$ cat src/rtl/sram_controller_if.sv
// MEM-stage request/response and external SRAM pad signals of the SRAM controller.
interface sram_controller_if #(
    parameter int SRAM_AW = 18
);
    logic               mem_read;
    logic               mem_write;
    logic [31:0]        address;
    logic [31:0]        write_data;
    logic [31:0]        read_data;
    logic               ready;
    logic [SRAM_AW-1:0] sram_addr;
    logic [15:0]        sram_dq_out;
    logic               sram_dq_oe;
    logic [15:0]        sram_dq_in;
    logic               sram_we_n;

    modport master (
        output mem_read, mem_write, address, write_data, sram_dq_in,
        input  read_data, ready, sram_addr, sram_dq_out, sram_dq_oe, sram_we_n
    );

    modport slave (
        input  mem_read, mem_write, address, write_data, sram_dq_in,
        output read_data, ready, sram_addr, sram_dq_out, sram_dq_oe, sram_we_n
    );
endinterface

$ cat src/rtl/sram_controller.sv
// Splits each 32-bit MEM-stage access into two 16-bit SRAM phases; latency 2*WAIT_CYCLES+1 clocks.
// Backpressure: ready is held low from the request cycle until DONE so the pipeline freezes.
module sram_controller #(
    parameter int BASE_ADDR   = 1024,
    parameter int WAIT_CYCLES = 3,
    parameter int SRAM_AW     = 18
) (
    input  logic             clk,
    input  logic             rst,
    sram_controller_if.slave bus
);
    typedef enum logic [1:0] {IDLE, LO, HI, DONE} state_t;

    localparam logic [3:0] LAST = 4'(WAIT_CYCLES - 1);

    state_t             state;
    state_t             state_nxt;
    logic [3:0]         cnt;
    logic [3:0]         cnt_nxt;
    logic               op_wr;
    logic [SRAM_AW-2:0] word;
    logic [31:0]        wd;
    logic [31:0]        rd_q;
    logic               req;
    logic               phase_end;

    // A simultaneous read+write request is treated as a write.
    assign req       = bus.mem_read | bus.mem_write;
    assign phase_end = (cnt == LAST);
    assign bus.read_data = rd_q;

    always_ff @(posedge clk) begin
        if (rst) begin
            state <= IDLE;
            cnt   <= '0;
        end else begin
            state <= state_nxt;
            cnt   <= cnt_nxt;
        end
    end

    always_comb begin
        state_nxt = state;
        cnt_nxt   = cnt;
        unique case (state)
            IDLE: begin
                if (req) begin
                    state_nxt = LO;
                    cnt_nxt   = '0;
                end
            end
            LO, HI: begin
                if (phase_end) begin
                    cnt_nxt   = '0;
                    state_nxt = (state == LO) ? HI : DONE;
                end else begin
                    cnt_nxt = cnt + 4'd1;
                end
            end
            DONE:    state_nxt = IDLE;
            default: state_nxt = IDLE;
        endcase
    end

    always_ff @(posedge clk) begin
        if (rst) begin
            op_wr <= 1'b0;
            word  <= '0;
            wd    <= '0;
            rd_q  <= '0;
        end else begin
            if (state == IDLE && req) begin
                op_wr <= bus.mem_write;
                word  <= (SRAM_AW-1)'((bus.address - 32'(BASE_ADDR)) >> 2);
                wd    <= bus.write_data;
            end
            // Sample the pad on the last wait cycle of each read phase.
            if (!op_wr && phase_end) begin
                if (state == LO) rd_q[15:0]  <= bus.sram_dq_in;
                if (state == HI) rd_q[31:16] <= bus.sram_dq_in;
            end
        end
    end

    always_comb begin
        bus.sram_addr   = '0;
        bus.sram_dq_out = '0;
        bus.sram_dq_oe  = 1'b0;
        bus.sram_we_n   = 1'b1;
        bus.ready       = (state == DONE) || (state == IDLE && !req);
        if (state == LO || state == HI) begin
            bus.sram_addr = {word, state == HI};
            if (op_wr) begin
                bus.sram_dq_out = (state == HI) ? wd[31:16] : wd[15:0];
                bus.sram_dq_oe  = 1'b1;
                bus.sram_we_n   = 1'b0;
            end
        end
    end
endmodule
$ cat src/flat_wrapper.sv
// flat-port wrapper written by rule: the top's interface ports become plain ports
module sram_controller_flat 
#(
    parameter int BASE_ADDR   = 1024,
    parameter int WAIT_CYCLES = 3,
    parameter int SRAM_AW     = 18
)
  (clk, rst, bus_mem_read, bus_mem_write, bus_address, bus_write_data, bus_sram_dq_in, bus_read_data, bus_ready, bus_sram_addr, bus_sram_dq_out, bus_sram_dq_oe, bus_sram_we_n);
  sram_controller_if #(.SRAM_AW(SRAM_AW)) bus_i ();
  input  logic clk;
  input  logic rst;
  input wire logic [$bits(bus_i.mem_read)-1:0] bus_mem_read;
  input wire logic [$bits(bus_i.mem_write)-1:0] bus_mem_write;
  input wire logic [$bits(bus_i.address)-1:0] bus_address;
  input wire logic [$bits(bus_i.write_data)-1:0] bus_write_data;
  input wire logic [$bits(bus_i.sram_dq_in)-1:0] bus_sram_dq_in;
  output wire logic [$bits(bus_i.read_data)-1:0] bus_read_data;
  output wire logic [$bits(bus_i.ready)-1:0] bus_ready;
  output wire logic [$bits(bus_i.sram_addr)-1:0] bus_sram_addr;
  output wire logic [$bits(bus_i.sram_dq_out)-1:0] bus_sram_dq_out;
  output wire logic [$bits(bus_i.sram_dq_oe)-1:0] bus_sram_dq_oe;
  output wire logic [$bits(bus_i.sram_we_n)-1:0] bus_sram_we_n;
  assign bus_i.mem_read = bus_mem_read;
  assign bus_i.mem_write = bus_mem_write;
  assign bus_i.address = bus_address;
  assign bus_i.write_data = bus_write_data;
  assign bus_i.sram_dq_in = bus_sram_dq_in;
  assign bus_read_data = bus_i.read_data;
  assign bus_ready = bus_i.ready;
  assign bus_sram_addr = bus_i.sram_addr;
  assign bus_sram_dq_out = bus_i.sram_dq_out;
  assign bus_sram_dq_oe = bus_i.sram_dq_oe;
  assign bus_sram_we_n = bus_i.sram_we_n;
  sram_controller #(.BASE_ADDR(BASE_ADDR), .WAIT_CYCLES(WAIT_CYCLES), .SRAM_AW(SRAM_AW)) u_core (.clk(clk), .rst(rst), .bus(bus_i));
endmodule
$ cat config.mk
export PLATFORM = sky130hd
export DESIGN_NAME = sram_controller_flat
export DESIGN_NICKNAME = d
export VERILOG_FILES = /design/src/rtl/sram_controller_if.sv /design/src/rtl/sram_controller.sv /design/src/flat_wrapper.sv
export SDC_FILE = /design/constraint.sdc
export NUM_CORES = 1
export LEC_CHECK = 0
export CORE_MARGIN = 5
export CORE_UTILIZATION = 43
export CTS_CLUSTER_SIZE = 14
export DETAILED_ROUTE_END_ITERATION = 7
export PLACE_DENSITY_LB_ADDON = 0.2
export SLEW_MARGIN = 10
export SYNTH_ARGS = -nofsm -noshare
export SYNTH_HDL_FRONTEND = slang
export SYNTH_SLANG_ARGS = --single-unit
$ cat constraint.sdc
create_clock -name clk -period 2.2 [get_ports clk]
set_clock_uncertainty 0.05 [all_clocks]
set_input_delay 0.22 -clock clk [delete_from_list [all_inputs] [get_ports clk]]
set_output_delay 0.22 -clock clk [all_outputs]
set_load 0.02 [all_outputs]
==> impl_metrics.csv, run 1 <==
group,metric,value,unit
detailed_routing,drc,0,
floorplanning,coreArea,0.00868,mm^2
detailed_routing,drt-vias-per-instance,4.95,
place,place.gp.congestion,0.832,
final_layout,drive_above_1_share,0.0949,
critical_path,cp-end-kind,"primary output",
synthesis,synth_top_area_share,0.464,
sta,worst_pin_slew,507,ps
detailed_routing,wl,9.80,mm
critical_path,rrSetupSlack,180,ps
pwr,ir_worst_vdd,0.555,mV
global_route,grt_overflow,0,
critical_path,path_max_fanout,18,
detailed_routing,drt_iter0_markers,115,
floorplanning,io_pins,153,
worst_hold_path,hp-class,"in2reg",
global_route,grt_usage,0.182,
critical_path,worst-path-stages,6,
final_layout,layout_commonest_cell,"nand2_1",
pwr,finalPower,0.00525,W
cts,cts_tree,"built",
place,portBuffers,137,
synthesis,synthArstFlopShare,0,
critical_path,worstSetupStartpoint,"u_core.state[1]",
critical_path,reg2reg_depth,6,
synthesis,synth_cells,452,
global_route,grt_max_degree,52,
sta,finalHoldViolations,0,
critical_path,r2r-start,"u_core.cnt[0]",
detailed_routing,wl_met1,4.24,mm
cts,cts_sinks,88,
detailed_routing,drtPass1Iterations,4,
floorplanning,die_width,104,um
sta,slew_headroom,0.662,
cts,clockBufferDepth,2,
synthesis,synthSimpleGateAreaFrac,0.227,
floorplanning,initial_core_util,0.437,
sta,fin_crit,2100,ps
critical_path,reg2reg_to,"u_core.bus.read_data[10]",
critical_path,crit_slowest_cell,"dfxtp_1",
sta,rsz0062_at_grt,"true",
final_layout,syn2layout_area_growth,43.3,%
critical_path,crit_end,"bus_sram_dq_out[5]",
sta,maxSlewViolCount,0,
sta,fin_tns_setup,0,ps
synthesis,synth_edf_count,0,
synthesis,syn-cell-area,0.00379,mm^2
synthesis,synth_xor_xnor_area_share,0.00462,
sta,max_freq,476,MHz
global_route,antenna_found_initial,0,
critical_path,worstPathArrival,1830,ps
synthesis,yosysWarningCount,0,
cts,clock_latency,340,ps
synthesis,synth.area.mux_share,0.132,
floorplanning,rows,34,
synthesis,synth.net_count,543,
critical_path,crit_buf_inv,3,
sta,finalSetupViolCount,0,
synthesis,synth_top_family_by_area,"simple AND/OR/NAND/NOR gates",
cts,cts_buffers,9,
critical_path,crit_type,"reg2out",
place,dp.cells,683,
synthesis,syn_avg_cell_area,8.39,um^2
synthesis,synthTopCellsByArea,"dfxtp_1 46%, mux2i_1 13%, nand2_1 13%, a21oi_1 5.9%, and2_1 2.8%",
synthesis,ys_ff_latch,88,
critical_path,slowest_delay,400,ps
cts,clock-root-buffer,"clkbuf_8",
pwr,static-leakage-power,2.19,nW
pwr,p_per_area,966,mW/mm^2
critical_path,path_cells,"inv_1 > ha_1 > nand2_1 > buf_6 > nor2_1 > dlygate4sd2_1",
detailed_routing,vias,3456,
detailed_routing,final_antenna_net_count,0,
global_route,grt_pass1_vias,3567,
critical_path,critPathTopFamily,"buffers and inverters",
synthesis,seq_area_frac_synth,0.464,
cts,clkTransAtPathRegs,90,ps
detailed_routing,wl_met2,4.74,mm
place,dp_hpwl,7.13,mm
detailed_routing,routedWlPerCell,14.0,um
floorplanning,die_area,0.0108,mm^2
floorplanning,fp.dieH,104,um
critical_path,start_kind,"flop",
final_layout,layout_common_cells,"133 x nand2_1, 100 x clkdlybuf4s50_1, 88 x dfxtp_1",
synthesis,synth_top_area_cell,"dfxtp_1",
synthesis,synth_compound_area_frac,0.102,
detailed_routing,routed.top_layer,"met4",
synthesis,synth-adder-area-share,0.0231,
critical_path,required,1930,ps
detailed_routing,routed-wl-met3,658,um
global_route,grt_pass1_wl,16.8,mm
run_status,outcome,"complete, no violations",
run,maxCapViolations,0,
final_layout,nNetsFinal,677,
sta,fin_crit_sh,0.954,
final_layout,fin_cells,698,
cts,cts_max_level,3,
synthesis,synth_flop_cell,"dfxtp_1",
synthesis,ys_types,37,
final_layout,antenna_cells,0,
-- worst min-delay path: stages --
cell	delay, ps
buf_2	90
inv_1	90
o21ai_0	90
a21oi_1	40
-- cells in the mapped netlist, drive strengths merged, types with 3 or more instances --
master	count
nand2	133
dfxtp	88
mux2i	50
a21oi	45
clkbuf	25
nor2	21
and2	17
o21ai	11
buf	7
ha	7
inv	7
a211oi	6
nor3	4
nor3b	4
a31oi	3
and4	3
or3b	3
-- cell families after synthesis --
| group | Yosys count |
|---|---|
| simple gates | 196 |
| flops | 88 |
| compound gates | 70 |
| mux | 50 |
| buf+inv | 39 |
| fa+ha+maj | 7 |
| xor+xnor | 2 |
-- report_power, final --
group	total (W)	internal [W]	switching (W)	leakage [nW]
Clock	0.00113	0.000560	0.000568	0.0994
Sequential	0.00202	0.00187	0.000149	0.719
Combinational	0.00211	0.000881	0.00123	1.37
-- final cells by class --
class                      instances  area (um^2)
inverter                           7         26.3
clock inverter                     5         63.8
fill                             782         3240
multi-input combinational        325         1870
timing repair buffer             155         1440
tap                              108          135
clock buffer                      10          138
sequential                        88         1760
-- registers in the layout, indices dropped and copies added, names as in the netlist --
register,count
u_core.bus.read_data,32
u_core.wd,32
u_core.word,17
u_core.cnt,4
u_core.state,2
u_core.op_wr,1
-- metal layers --
metal | vias up | GRT usage
met1 | 1569 | 0.220
met2 | 103 | 0.315
met3 | 14 | 0.0478
met4 | 0 | 0.0546
met5 | - | 0
li1 | 1770 | -
-- metrics by stage --
stage,util,hold slack [ps],worst slack [ps],instance area [um^2]
floorplan,-,266,98.9,3790
global placement,0.613,387,96.8,5320
detailed placement,0.613,394,91.6,5320
CTS,0.631,167,26.4,5480
global route,0.626,215,-37.2,5440
finish,0.626,185,101,5440
-- how the worst min path moves through the flow --
stage | from | endpoint | slack, ps | cells past startpoint
after floorplan | bus_address[10] | u_core.word[8] | 270 | 1
after global placement | u_core.word[0] | u_core.word[0] | 390 | 2
after detailed placement | u_core.word[6] | u_core.word[6] | 390 | 2
after CTS | rst | u_core.word[12] | 170 | 4
after global routing | rst | u_core.bus.read_data[0] | 210 | 4
final | rst | u_core.word[12] | 180 | 4
-- repair_timing --
action                                  4_1_cts  5_1_grt
endpoints found under the setup margin       36       35
hold buffers                                  0        0
setup buffers                                 0        0
resized for setup                            36       48
No activity file was read; power rests on OpenSTA's default activity.
==> inputs of run 2 (changes only) <==
Settings changed: CORE_MARGIN 5 to 3.
==> impl_metrics.csv, run 2 (synthesized netlist as in run 1, its figures left out) <==
group,metric,value,unit
cts,clockBufferDepth,2,
place,place.gp.congestion,0.792,
sta,fin_crit_sh,0.951,
critical_path,path_max_fanout,18,
sta,slew_headroom,0.651,
cts,clock-root-buffer,"clkbuf_8",
final_layout,syn2layout_area_growth,43.9,%
pwr,ir_worst_vdd,0.529,mV
detailed_routing,drt-vias-per-instance,4.98,
global_route,grt_usage,0.183,
floorplanning,rows,33,
detailed_routing,routedWlPerCell,13.3,um
critical_path,crit_type,"reg2out",
worst_hold_path,hp-class,"in2reg",
detailed_routing,vias,3447,
cts,cts_hold_buf,0,
sta,finalHoldViolations,0,
final_layout,layout_common_cells,"133 x nand2_1, 100 x clkdlybuf4s50_1, 88 x dfxtp_1",
floorplanning,die_width,99.9,um
detailed_routing,drtPass1Iterations,4,
sta,finalSetupViolCount,0,
critical_path,required,1930,ps
global_route,grt_pass1_wl,15.1,mm
sta,fin_tns_setup,0,ps
final_layout,antenna_cells,0,
run,maxCapViolations,0,
run_status,outcome,"complete, no violations",
pwr,static-leakage-power,2.23,nW
detailed_routing,drt_iter0_markers,103,
sta,rsz0062_at_grt,"false",
place,dp_hpwl,6.61,mm
final_layout,finalInstanceArea,0.00546,mm^2
detailed_routing,drc,0,
cts,cts_sinks,88,
critical_path,start_kind,"flop",
floorplanning,die_area,0.00999,mm^2
sta,maxSlewViolCount,0,
global_route,grt_overflow,0,
sta,worst_pin_slew,523,ps
place,dpl_cell_area,0.00534,mm^2
final_layout,layout_commonest_cell,"nand2_1",
sta,fin_crit,2090,ps
place,portBuffers,137,
cts,clkTransAtPathRegs,80,ps
global_route,antenna_found_initial,0,
floorplanning,io_pins,153,
critical_path,rrSetupSlack,140,ps
final_layout,nNetsFinal,675,
floorplanning,initial_core_util,0.453,
global_route,grt_max_degree,49,
detailed_routing,wl,9.21,mm
critical_path,worstPathArrival,1820,ps
cts,clock_latency,330,ps
final_layout,fillers,740,
detailed_routing,final_antenna_net_count,0,
final_layout,drive_above_1_share,0.0664,
floorplanning,fp.dieH,99.9,um
global_route,grt_pass1_vias,3304,
critical_path,cp-end-kind,"primary output",
floorplanning,coreArea,0.00838,mm^2
cts,cts_max_level,3,
cts,cts_buffers,9,
pwr,p_per_area,924,mW/mm^2
sta,max_freq,478,MHz
cts,cts_tree,"built",
==> run 2: changes by cell type in the layout (fill, tap and decap cells not counted), sizes merged <==
cell,change
buf,-2
bufinv,-1
clkbuf,-14
clkdlybuf4s15,-2
clkinv,+2
dlygate4sd2,+16
inv,-2
==> run 2: worst paths after layout <==
check | startpoint | cells past startpoint | endpoint
min | rst | 4 | u_core.word[12]
max reg2reg | u_core.cnt[0] | 6 | u_core.bus.read_data[4]
min reg2reg | u_core.wd[25] | 2 | u_core.wd[25]
max | u_core.state[0] | 6 | bus_sram_dq_out[10]
==> run 2: power breakdown <==
group / switching (W) / internal [W]
Clock: 0.000515 / 0.000423
Combinational: 0.00120 / 0.000886
Sequential: 0.000150 / 0.00187
Total: 0.00186 / 0.00318
==> run 2: critical path, stage by stage, from the launching register on <==
cell           delay (ps)
dfxtp_1               390
inv_1                  80
ha_1                  310
nand2_1                90
buf_12                160
nor2_1                110
dlygate4sd2_1         340
==> run 2: through the flow <==
stage | power [W] | setup slack [ps] | hold slack [ps] | utilization | std cells
CTS | 0.00510 | 54.4 | 269 | 0.651 | 692
global route | 0.00540 | 3.61 | 284 | 0.651 | 692
global placement | 0.00417 | 74.8 | 388 | 0.637 | 678
finish | 0.00504 | 108 | 282 | 0.651 | 692
floorplan | 0.00337 | 98.9 | 266 | - | 452
detailed placement | 0.00422 | 80.5 | 395 | 0.637 | 678
==> run 2: routing by layer <==
metal	global-route usage	vias up	wire length, um
li1	-	1765	-
met1	0.228	1587	4070
met2	0.316	88	4560
met3	0.0396	7	491
met4	0.0578	0	87
met5	0	-	0
==> run 2: area by class of cell <==
class / count / area (um^2) / area share
multi-input cells: 325 / 1870 / 0.343
flip-flops and latches: 88 / 1760 / 0.323
repair buffers: 153 / 1510 / 0.276
clock buffers: 10 / 138 / 0.0252
well taps: 105 / 131 / 0.0241
inverters: 7 / 26.3 / 0.00481
clock inverters: 4 / 22.5 / 0.00412
==> run 2: repair_timing <==
item | 4_1_cts | 5_1_grt
cloned | 0 | 0
gates resized for setup | 37 | 16
setup endpoints to repair | 36 | 13
buffers inserted | 0 | 0
==> inputs of run 3 (changes only) <==
Settings changed: SETUP_SLACK_MARGIN set to 0.5.
==> impl_metrics.csv, run 3 (synthesized netlist as in run 1, its figures left out) <==
group,metric,value,unit
place,portBuffers,137,
run_status,outcome,"complete, no violations",
floorplanning,rows,33,
place,dp.cells,680,
cts,cts_hold_buf,0,
worst_hold_path,min_path_cells,3,
critical_path,start_kind,"flop",
detailed_routing,drt-vias-per-instance,5.07,
pwr,p_per_area,1060,mW/mm^2
global_route,grt_max_degree,58,
worst_hold_path,hold_end,"u_core.wd[2]",
cts,clock-root-buffer,"clkbuf_8",
place,dpl_cell_area,0.00537,mm^2
worst_hold_path,hold_start,"bus_write_data[2]",
cts,cts_buffers,9,
cts,cts_sinks,88,
sta,max_freq,534,MHz
sta,fin_crit_sh,0.851,
detailed_routing,vias,3620,
cts,cts_tree,"built",
critical_path,worstPathArrival,1600,ps
critical_path,crit_slowest_cell,"dfxtp_4",
worst_hold_path,hp-class,"in2reg",
sta,maxSlewViolCount,0,
global_route,antenna_found_initial,0,
sta,fin_crit,1870,ps
final_layout,drive_above_1_share,0.251,
sta,fin_tns_setup,0,ps
detailed_routing,final_antenna_net_count,0,
pwr,static-leakage-power,2.44,nW
sta,worst_pin_slew,539,ps
critical_path,path_max_fanout,5,
final_layout,nNetsFinal,695,
critical_path,reg2reg_depth,6,
sta,slew_headroom,0.641,
final_layout,fillers,631,
detailed_routing,wl,10.7,mm
floorplanning,fp.dieH,99.9,um
sta,finalHoldViolations,0,
pwr,finalPower,0.00657,W
sta,rsz0062_at_grt,"true",
cts,clock_latency,340,ps
final_layout,layout_commonest_cell,"nand2_1",
floorplanning,die_area,0.00999,mm^2
global_route,grt_overflow,0,
global_route,grt_pass1_vias,3501,
final_layout,layout_common_cells,"132 x nand2_1, 99 x clkdlybuf4s50_1, 84 x dfxtp_1",
critical_path,crit_type,"reg2out",
final_layout,fin_cells,714,
final_layout,syn2layout_area_growth,63.1,%
floorplanning,die_width,99.9,um
detailed_routing,routedWlPerCell,15.0,um
global_route,grt_usage,0.203,
critical_path,cp-end-kind,"primary output",
cts,clkTransAtPathRegs,90,ps
global_route,grt_pass1_wl,16.4,mm
pwr,ir_worst_vdd,0.713,mV
place,dp_hpwl,6.74,mm
final_layout,finalInstanceArea,0.00619,mm^2
detailed_routing,drt_iter0_markers,134,
detailed_routing,drc,0,
critical_path,path_cells,"inv_2 > ha_4 > buf_12 > clkbuf_16 > and2_4 > buf_6",
sta,finalSetupViolCount,0,
detailed_routing,drtPass1Iterations,6,
critical_path,r2r-start,"u_core.cnt[0]",
floorplanning,initial_core_util,0.453,
critical_path,reg2reg_to,"u_core.bus.read_data[10]",
run,maxCapViolations,0,
critical_path,slowest_delay,380,ps
place,place.gp.congestion,0.776,
cts,clockBufferDepth,2,
critical_path,rrSetupSlack,400,ps
critical_path,required,1930,ps
floorplanning,coreArea,0.00838,mm^2
cts,cts_max_level,3,
floorplanning,io_pins,153,
final_layout,antenna_cells,0,
## run 3: cell types whose count changed in the layout (fill, tap and decap cells not counted), sizes merged
cell           previous run  this run
clkinvlp                  1         2
dlygate4sd2              23         0
clkdlybuf4s50           100        99
clkdlybuf4s15            10         0
clkbuf                   13        14
buf                      17        71
## run 3: layout make-up
type | count | area, um^2 | share of cell area
multi-input combinational | 325 | 2200 | 0.355
timing repair buffer | 173 | 1860 | 0.300
sequential | 88 | 1780 | 0.287
clock buffer | 11 | 151 | 0.0245
tap | 105 | 131 | 0.0212
clock inverter | 5 | 41.3 | 0.00667
inverter | 7 | 31.3 | 0.00505
## run 3: critical path: cells and delay by family, from the launching register on
kind	cells	cell delay, ps
DFF	1	380
and+or+nand+nor	1	130
adders and majority gates	1	300
buffers and inverters	4	450
## run 3: worst max-delay path by stage
stage	from	endpoint	slack [ps]	cells past startpoint
floorplan	u_core.cnt[0]	u_core.bus.read_data[10]	320	8
global placement	bus_mem_write	bus_ready	60	4
detailed placement	bus_mem_write	bus_ready	70	4
CTS	u_core.state[0]	bus_sram_dq_out[1]	340	6
global route	u_core.state[0]	bus_sram_dq_out[9]	260	6
finish	u_core.state[1]	bus_sram_addr[5]	330	6
## run 3: layer usage
| metal | track usage | part of all wire |
|---|---|---|
| met1 | 0.244 | 0.42 |
| met2 | 0.362 | 0.51 |
| met5 | 0 | 0 |
| met3 | 0.0396 | 0.054 |
| met4 | 0.0630 | 0.015 |
## run 3: through the flow
step                      hold slack (ps)  setup WS, ps   util
after global routing                  350           260  0.738
after CTS                             355           338  0.701
after detailed placement              397          66.2  0.641
final                                 369           327  0.738
after global placement                387          62.2  0.641
after floorplan                       266           321      -
## run 3: timing repair
item / 4_1_cts / 5_1_grt
pin swaps: 2 / 3
buffers inserted: 5 / 6
gates resized for setup: 246 / 47
cloned: 4 / 3
endpoints found under the setup margin: 110 / 114
## run 3: power by group
| part | internal (W) | leakage, nW | switching (W) |
|---|---|---|---|
| Clock | 0.000478 | 0.0917 | 0.000570 |
| Combinational | 0.00176 | 1.62 | 0.00166 |
| Sequential | 0.00189 | 0.722 | 0.000214 |
| Total | 0.00413 | 2.44 | 0.00244 |
